$ cat config.mk
export PLATFORM = sky130hd
export DESIGN_NAME = ysyx_23060042_idu
export DESIGN_NICKNAME = d
export VERILOG_FILES = /design/src/rtl/ysyx_23060042_idu.sv
export SDC_FILE = /design/constraint.sdc
export NUM_CORES = 1
export LEC_CHECK = 0
export ABC_AREA = 1
export BUFFER_PORTS_ARGS = -buffer_cell sky130_fd_sc_hd__buf_2
export CAP_MARGIN = 20
export CORE_MARGIN = 1.5
export CORE_UTILIZATION = 49
export DETAILED_ROUTE_END_ITERATION = 12
export PLACE_DENSITY = 0.95
export SYNTH_ARGS = -nofsm -noshare
export SYNTH_HDL_FRONTEND = slang
export SYNTH_SLANG_ARGS = --single-unit
export TNS_END_PERCENT = 1
$ cat constraint.sdc
create_clock -name clk -period 4.3 [get_ports clk]
set_clock_uncertainty 0.2 [all_clocks]
set_input_delay 0.86 -clock clk [delete_from_list [all_inputs] [get_ports clk]]
set_output_delay 0.86 -clock clk [all_outputs]
set_load 0.01 [all_outputs]
$ cat src/rtl/ysyx_23060042_idu.sv
// RV32E decode/issue stage: decodes one instruction per handshake into ALU opcode,
// operands and writeback control, held in a single registered slot toward the EXU.
module ysyx_23060042_idu (
  input  logic        clk,
  input  logic        rst_n,
  input  logic        inst_valid,
  output logic        inst_ready,
  input  logic [31:0] inst,
  input  logic [31:0] pc,
  input  logic        flush,
  output logic [3:0]  rs1_addr,
  output logic [3:0]  rs2_addr,
  input  logic [31:0] rs1_data,
  input  logic [31:0] rs2_data,
  output logic        ex_valid,
  input  logic        ex_ready,
  output logic [2:0]  alu_op,
  output logic [31:0] alu_data1,
  output logic [31:0] alu_data2,
  output logic [3:0]  rd_addr,
  output logic        rd_wen,
  output logic        illegal
);

  localparam logic [2:0] OP_ADD  = 3'd0;
  localparam logic [2:0] OP_SUB  = 3'd1;
  localparam logic [2:0] OP_SLL  = 3'd2;
  localparam logic [2:0] OP_SRL  = 3'd3;
  localparam logic [2:0] OP_OR   = 3'd4;
  localparam logic [2:0] OP_XOR  = 3'd5;
  localparam logic [2:0] OP_AND  = 3'd6;
  localparam logic [2:0] OP_SLTU = 3'd7;

  localparam logic [6:0] OPC_OP    = 7'b0110011;
  localparam logic [6:0] OPC_OPIMM = 7'b0010011;
  localparam logic [6:0] OPC_LUI   = 7'b0110111;
  localparam logic [6:0] OPC_AUIPC = 7'b0010111;

  logic        ex_valid_q, ex_valid_d;
  logic [2:0]  alu_op_q, alu_op_d;
  logic [31:0] alu_data1_q, alu_data1_d;
  logic [31:0] alu_data2_q, alu_data2_d;
  logic [3:0]  rd_addr_q, rd_addr_d;
  logic        rd_wen_q, rd_wen_d;
  logic        illegal_q, illegal_d;

  logic [6:0]  opcode;
  logic [2:0]  funct3;
  logic [6:0]  funct7;
  logic [31:0] imm_i;
  logic [31:0] imm_u;
  logic        fmt_ok;
  logic        regs_ok;
  logic        legal;
  logic [2:0]  dec_op;
  logic [31:0] dec_d1;
  logic [31:0] dec_d2;
  logic        accept;

  assign opcode   = inst[6:0];
  assign funct3   = inst[14:12];
  assign funct7   = inst[31:25];
  assign imm_i    = {{20{inst[31]}}, inst[31:20]};
  assign imm_u    = {inst[31:12], 12'b0};
  assign rs1_addr = inst[18:15];
  assign rs2_addr = inst[23:20];

  assign inst_ready = !ex_valid_q || ex_ready;
  assign accept     = inst_valid && inst_ready && !flush;

  // Register-bit-4 checks cover only the fields each format actually uses.
  always_comb begin
    fmt_ok  = 1'b0;
    regs_ok = 1'b0;
    dec_op  = OP_ADD;
    dec_d1  = rs1_data;
    dec_d2  = rs2_data;
    case (opcode)
      OPC_OP: begin
        regs_ok = !inst[11] && !inst[19] && !inst[24];
        if (funct7 == 7'b0000000) begin
          fmt_ok = 1'b1;
          case (funct3)
            3'b000:  dec_op = OP_ADD;
            3'b001:  dec_op = OP_SLL;
            3'b101:  dec_op = OP_SRL;
            3'b100:  dec_op = OP_XOR;
            3'b110:  dec_op = OP_OR;
            3'b111:  dec_op = OP_AND;
            3'b011:  dec_op = OP_SLTU;
            default: fmt_ok = 1'b0;
          endcase
        end else if (funct7 == 7'b0100000 && funct3 == 3'b000) begin
          fmt_ok = 1'b1;
          dec_op = OP_SUB;
        end
      end
      OPC_OPIMM: begin
        regs_ok = !inst[11] && !inst[19];
        dec_d2  = imm_i;
        fmt_ok  = 1'b1;
        case (funct3)
          3'b000:  dec_op = OP_ADD;
          3'b100:  dec_op = OP_XOR;
          3'b110:  dec_op = OP_OR;
          3'b111:  dec_op = OP_AND;
          3'b011:  dec_op = OP_SLTU;
          3'b001: begin
            dec_op = OP_SLL;
            dec_d2 = {27'b0, inst[24:20]};
            fmt_ok = (funct7 == 7'b0000000);
          end
          3'b101: begin
            dec_op = OP_SRL;
            dec_d2 = {27'b0, inst[24:20]};
            fmt_ok = (funct7 == 7'b0000000);
          end
          default: fmt_ok = 1'b0;
        endcase
      end
      OPC_LUI: begin
        regs_ok = !inst[11];
        fmt_ok  = 1'b1;
        dec_d1  = 32'b0;
        dec_d2  = imm_u;
      end
      OPC_AUIPC: begin
        regs_ok = !inst[11];
        fmt_ok  = 1'b1;
        dec_d1  = pc;
        dec_d2  = imm_u;
      end
      default: fmt_ok = 1'b0;
    endcase
    legal = fmt_ok && regs_ok;
  end

  // Slot control: flush beats accept; payload changes only when a new instruction lands.
  always_comb begin
    ex_valid_d  = ex_valid_q;
    alu_op_d    = alu_op_q;
    alu_data1_d = alu_data1_q;
    alu_data2_d = alu_data2_q;
    rd_addr_d   = rd_addr_q;
    rd_wen_d    = rd_wen_q;
    illegal_d   = illegal_q;
    if (flush) begin
      ex_valid_d = 1'b0;
    end else if (accept) begin
      ex_valid_d = 1'b1;
      if (legal) begin
        alu_op_d    = dec_op;
        alu_data1_d = dec_d1;
        alu_data2_d = dec_d2;
        rd_addr_d   = inst[10:7];
        rd_wen_d    = (inst[10:7] != 4'd0);
        illegal_d   = 1'b0;
      end else begin
        alu_op_d    = OP_ADD;
        alu_data1_d = 32'b0;
        alu_data2_d = 32'b0;
        rd_addr_d   = 4'd0;
        rd_wen_d    = 1'b0;
        illegal_d   = 1'b1;
      end
    end else if (ex_ready) begin
      ex_valid_d = 1'b0;
    end
  end

  always_ff @(posedge clk) begin
    if (!rst_n) begin
      ex_valid_q  <= 1'b0;
      alu_op_q    <= 3'd0;
      alu_data1_q <= 32'b0;
      alu_data2_q <= 32'b0;
      rd_addr_q   <= 4'd0;
      rd_wen_q    <= 1'b0;
      illegal_q   <= 1'b0;
    end else begin
      ex_valid_q  <= ex_valid_d;
      alu_op_q    <= alu_op_d;
      alu_data1_q <= alu_data1_d;
      alu_data2_q <= alu_data2_d;
      rd_addr_q   <= rd_addr_d;
      rd_wen_q    <= rd_wen_d;
      illegal_q   <= illegal_d;
    end
  end

  assign ex_valid  = ex_valid_q;
  assign alu_op    = alu_op_q;
  assign alu_data1 = alu_data1_q;
  assign alu_data2 = alu_data2_q;
  assign rd_addr   = rd_addr_q;
  assign rd_wen    = rd_wen_q;
  assign illegal   = illegal_q;

endmodule

* Yosys cells after proc, flatten, opt, wreduce, memory -nomap -nowiden *
Cells that the tools add are included.

storage, ports and cells
  input bits = 133
  register bits = 74
  output and inout port bits = 83

cells by class
  eq/ne operators = 11
  mux-type cells = 21
  reduce and logical (&&, ||, !) cells = 22
  bitwise operators = 2

operators with widths
  kind                  number
  $pmux W32 S2          2
  $mux W32              3
  $eq A7 B6 Y1 const B  3
  $pmux W3 S6           1
  $eq A7 B5 Y1 const B  2
  $eq A3 B3 Y1 const B  4
  $mux W1               8
  $logic_not A7 Y1      1
  $reduce_or A7 Y1      1
  $logic_and A1 B1 Y1   6
  $mux W3               2
  $pmux W1 S3           2
  $pmux W3 S2           1
  $reduce_or A2 Y1      3
  $logic_not A1 Y1      5
  $reduce_or A5 Y1      1
  $mux W4               1
  $reduce_bool A4 Y1    1
  $eq A3 B1 Y1 const B  1
  $eq A3 B2 Y1 const B  1
  $logic_not A3 Y1      1
  $not A1 Y1            2
  $pmux W1 S2           1
  $reduce_and A2 Y1     1
  other kinds (2)       2

* Logic depth before layout (Yosys ltp) *
  word-level depth = 7
  gate-level depth with buffers = 12

* Worst setup path after synthesis *
No wires, ideal clock.

  path kind = input port to flip-flop
  start = input port ex_ready
  end = register alu_data2_q[6], in the netlist alu_data2[6]
  data required time = 3.968 ns
  arrival = 1.800 ns
  stages on the path = 8
  setup time = 0.132 ns
  slack = 2.168 ns
  buffers on the path = 2
  cells stage by stage = nor2_1 > inv_1 > nand3_1 > buf_2 > clkbuf_1 > a21oi_1 > nand3_1 > a21oi_1

between the ends
  cells in the longest elaborated chain, start to end = 4

RTL lines
  what                                line  text
  start: declaration                  16    input logic ex_ready,
  $logic_or A1 B1 Y1                  68    assign inst_ready = !ex_valid_q || ex_ready;
  net inst_ready                      7     output logic inst_ready,
  $logic_and A1 B1 Y1 (2 in a row)    69    assign accept = inst_valid && inst_ready && !flush;
  $reduce_and A2 Y1 (no source line)  n/a
  end signal: assignment              184   alu_data2_q <= alu_data2_d;
  end: declaration                    42    logic [31:0] alu_data2_q, alu_data2_d;

The timed path passes the listed nets, and every way through them passes these cells.
A chain may end at the register's enable or synchronous reset.

* Worst setup path in the final report *
  start = input port inst[4]
  end = register alu_data2_q[7], in the netlist alu_data2[7]

between the ends
  cells in the longest elaborated chain, start to end = 5

RTL lines
  what                                          line  text
  start: declaration                            8     input logic [31:0] inst,
  $eq A7 B5 Y1 or $eq A7 B6 Y1 (tied branches)  78    case (opcode)
  $reduce_or A2 Y1 (no source line)             n/a
  $pmux W1 S3                                   78
  $logic_and A1 B1 Y1                           135   legal = fmt_ok && regs_ok;
  $mux W32 *                                    151   if (legal) begin

Mark *: on every way between the ends. The rest lies on a longest branch, timed or not.

==> key figures <==
Outcome
  – Status: complete, no violations

STA
  – Max Fclk: 401.8 MHz
  – Relative max-transition margin: 38.54%
  – Fin crit share: 57.88%
  – RSZ-0062 raised after global routing: no
  – Final setup vio count: 0
  – Clock period minus worst slack: 2.489 ns
  – Post-route setup TNS: 0 ns
  – Worst slew pin tran: 0.9206 ns
  – Final Hold Vio Count: 0
  – Max Transition Viols Final: 0

Synth
  – Synthesized Nets: 750
  – Area leader, netlist: dfxtp_1
  – Most common cell in the synthesized netlist: nand2_1
  – Synth warn: 0
  – Register area share after synthesis: 35.93%
  – Synth cell types: 26
  – Most frequent cells after synthesis: nand2_1 (180), nand3_1 (100), a21oi_1 (94)
  – Mapped Area: 4123 um2
  – Synth top area cells: dfxtp_1 (36%), nand2_1 (16%), nand3_1 (12%)
  – Post-synth ARST share: 0%
  – Syn Area/Cell: 6.682 um2
  – Post-synth top area share: 35.93%
  – Post-synth EDFFs: 0
  – Cells after synthesis: 617
  – Synthesized flop and latch total: 74
  – Main synth FF type: dfxtp_1

Setup path
  – Internal reg-to-reg setup slack: 2.12 ns
  – R2r endpoint: alu_data1[24]
  – Critical path launch point type: input pin
  – Max incr delay on CP: 0.57 ns
  – CP top delay family: buffers and inverters
  – Slowest-stage cell, CP: buf_4
  – Worst Path Max Fanout: 66
  – Setup crit end kind: register
  – Reg2Reg Depth: 9
  – Worst r2r src: ex_valid
  – Crit path depth: 9
  – Crit path required time: 4.36 ns
  – Data arrival, critical path: 2.55 ns
  – Worst path bufs/invs: 3
  – CP Class: input pin to register
  – Crit-path cells: buf_2 -> nand2_1 -> inv_2 -> nand3_4 -> buf_4 -> nand3_1 -> a21oi_1 -> nand3_1 -> a21oi_1

Floorplan
  – Die area: 8973 um2
  – Row cnt: 33
  – Core area: 8175 um2
  – Die width: 94.73 um
  – Die Y: 94.73 um
  – Io pins: 216
  – Starting Density: 50.43%

Clocking
  – H-tree Lvls: 3
  – Clk slew on worst S/H paths: 0.08 ns
  – Hold_buf cts: 0
  – CTS Root Cell: clkbuf_8
  – Post-CTS Setup Bufs: 0
  – Maximum clock path buffer count: 2
  – Clock Latency Late Sink: 0.33 ns
  – CTS Sinks: 74
  – CTS Buf Count: 9
  – # resized after CTS: 0
  – CTS tree: done

Detailed routing
  – Final ANT Viol Nets: 0
  – 1st-iter DRT viols: 357
  – Vias: 5,002
  – Routed Wire Length: 12,970 um
  – DRC viols: 0
  – Vias per cell: 5.564
  – Post-DR wirelength/cell: 14.43 um
  – DRT Pass-1 Iters: 5

Pwr
  – LEAKAGE: 2.511 nW
  – Pwr per Cell Area: 289.6 nW/um2
  – Power after layout: 1.528 mW
  – Peak supply drop: 153.9 uV

Cells and area
  – Area Overhead vs Synth: 28.01%
  – Antenna fix cells: 0
  – Final net count: 922
  – Layout cells sized above 1: 33.12%
  – FILL cells: 790
  – Design area: 5278 um2

Place
  – GP Congestion: 0.9567
  – Port-buffer cells: 215
  – Post-DP Area: 5044 um2
  – Post-DP HPWL: 8910 um

Min path
  – End of the worst hold path: alu_data1[2]
  – HP Start: alu_data1[2]
  – Hold Path Class: register to register
  – Hold Path Depth: 2

GRT
  – Global-route wire length before repair: 19,880 um
  – Global Route Usage Sum: 27.77%
  – Initial antenna violation count: 0
  – Pin count of the biggest net entering global routing: 74
  – Grt ovf: 0
  – Vias in the first global route: 4,324

Run
  – Max-Cap Viols: 0
-- worst reg2reg max path, cell delays in order (launching register included) --
cell and delay, ns:
dfxtp_1 0.33, inv_1 0.04, nor2_1 0.08, inv_1 0.09, nand3_4 0.08, buf_4 0.45, buf_4 0.49, a21oi_1 0.09
nand3_1 0.10, a21oi_1 0.09
-- layout make-up --
class / instances / area, um2 / area share [%]
tap: 105 / 131.4 / 2.489
timing repair buffer: 223 / 1136 / 21.53
multi-input combinational: 460 / 2216 / 41.99
inverter: 21 / 78.83 / 1.494
clock inverter: 5 / 102.6 / 1.944
sequential: 74 / 1481 / 28.07
clock buffer: 11 / 131.4 / 2.489
-- power by group --
group	internal, mW	switching (mW)
Clock	0.385	0.252
Sequential	0.688	0.00164
Combinational	0.0792	0.122
-- cells by family after synthesis --
logic type,Yosys count,synth area share (%)
AND/OR/NAND/NOR,356,40.33
AO/OA/AOI/OAI,104,13.11
buffers and inverters,83,10.62
flip-flops,74,35.93
-- how the worst max path moves through the flow --
| stage | start | end | slack, ns |
|---|---|---|---|
| after floorplan | ex_ready | alu_data2[6] | 2.17 |
| after global placement | inst[4] | alu_data2[2] | 1.56 |
| after detailed placement | inst[4] | alu_data2[7] | 1.49 |
| after CTS | inst[4] | alu_data2[7] | 1.83 |
| after global routing | ex_ready | alu_data1[24] | 1.65 |
| final | inst[4] | alu_data2[7] | 1.81 |
-- layout by cell type, fill, tap and decap left out, drive strengths merged --
| cell type | synthesis | layout |
|---|---|---|
| dfxtp | 74 | 74 |
| nand3 | 103 | 103 |
| clkinvlp | 0 | 1 |
| o21ai | 6 | 6 |
| nand2 | 184 | 184 |
| clkbuf | 17 | 11 |
| nand3b | 1 | 1 |
| a211oi | 1 | 1 |
| bufinv | 0 | 3 |
| o211ai | 3 | 3 |
| nand4 | 47 | 47 |
| a21oi | 94 | 94 |
| nor3 | 1 | 1 |
| buf | 45 | 223 |
| nor2 | 20 | 20 |
| clkinv | 2 | 2 |
| inv | 19 | 20 |
-- metal layers --
metal	vias to the layer above	part of all wire, %	GRT usage (%)
met4	0	3.1	12.44
met5	-	0	0
met3	40	8.8	4.589
met2	267	48	45.48
met1	2257	41	35.69
li1	2438	-	-
-- registers in the layout (all words and copies together) (netlist names) --
name and cells:
alu_data2 32, rd_addr 4, alu_op 3, ex_valid 1, alu_data1 32, illegal 1, rd_wen 1
-- stage by stage --
step / util (%) / setup slack [ns] / hold slack, ns / cells
2_1_floorplan: - / 2.168 / 0.2900 / 617
3_3_place_gp: 61.69 / 1.557 / 0.2495 / 883
3_5_place_dp: 61.69 / 1.491 / 0.2545 / 883
4_1_cts: 64.55 / 1.830 / 0.2659 / 899
5_1_grt: 64.55 / 1.651 / 0.2870 / 899
6_report: 64.55 / 1.811 / 0.2658 / 899
Power figures use the tool's default switching activity.
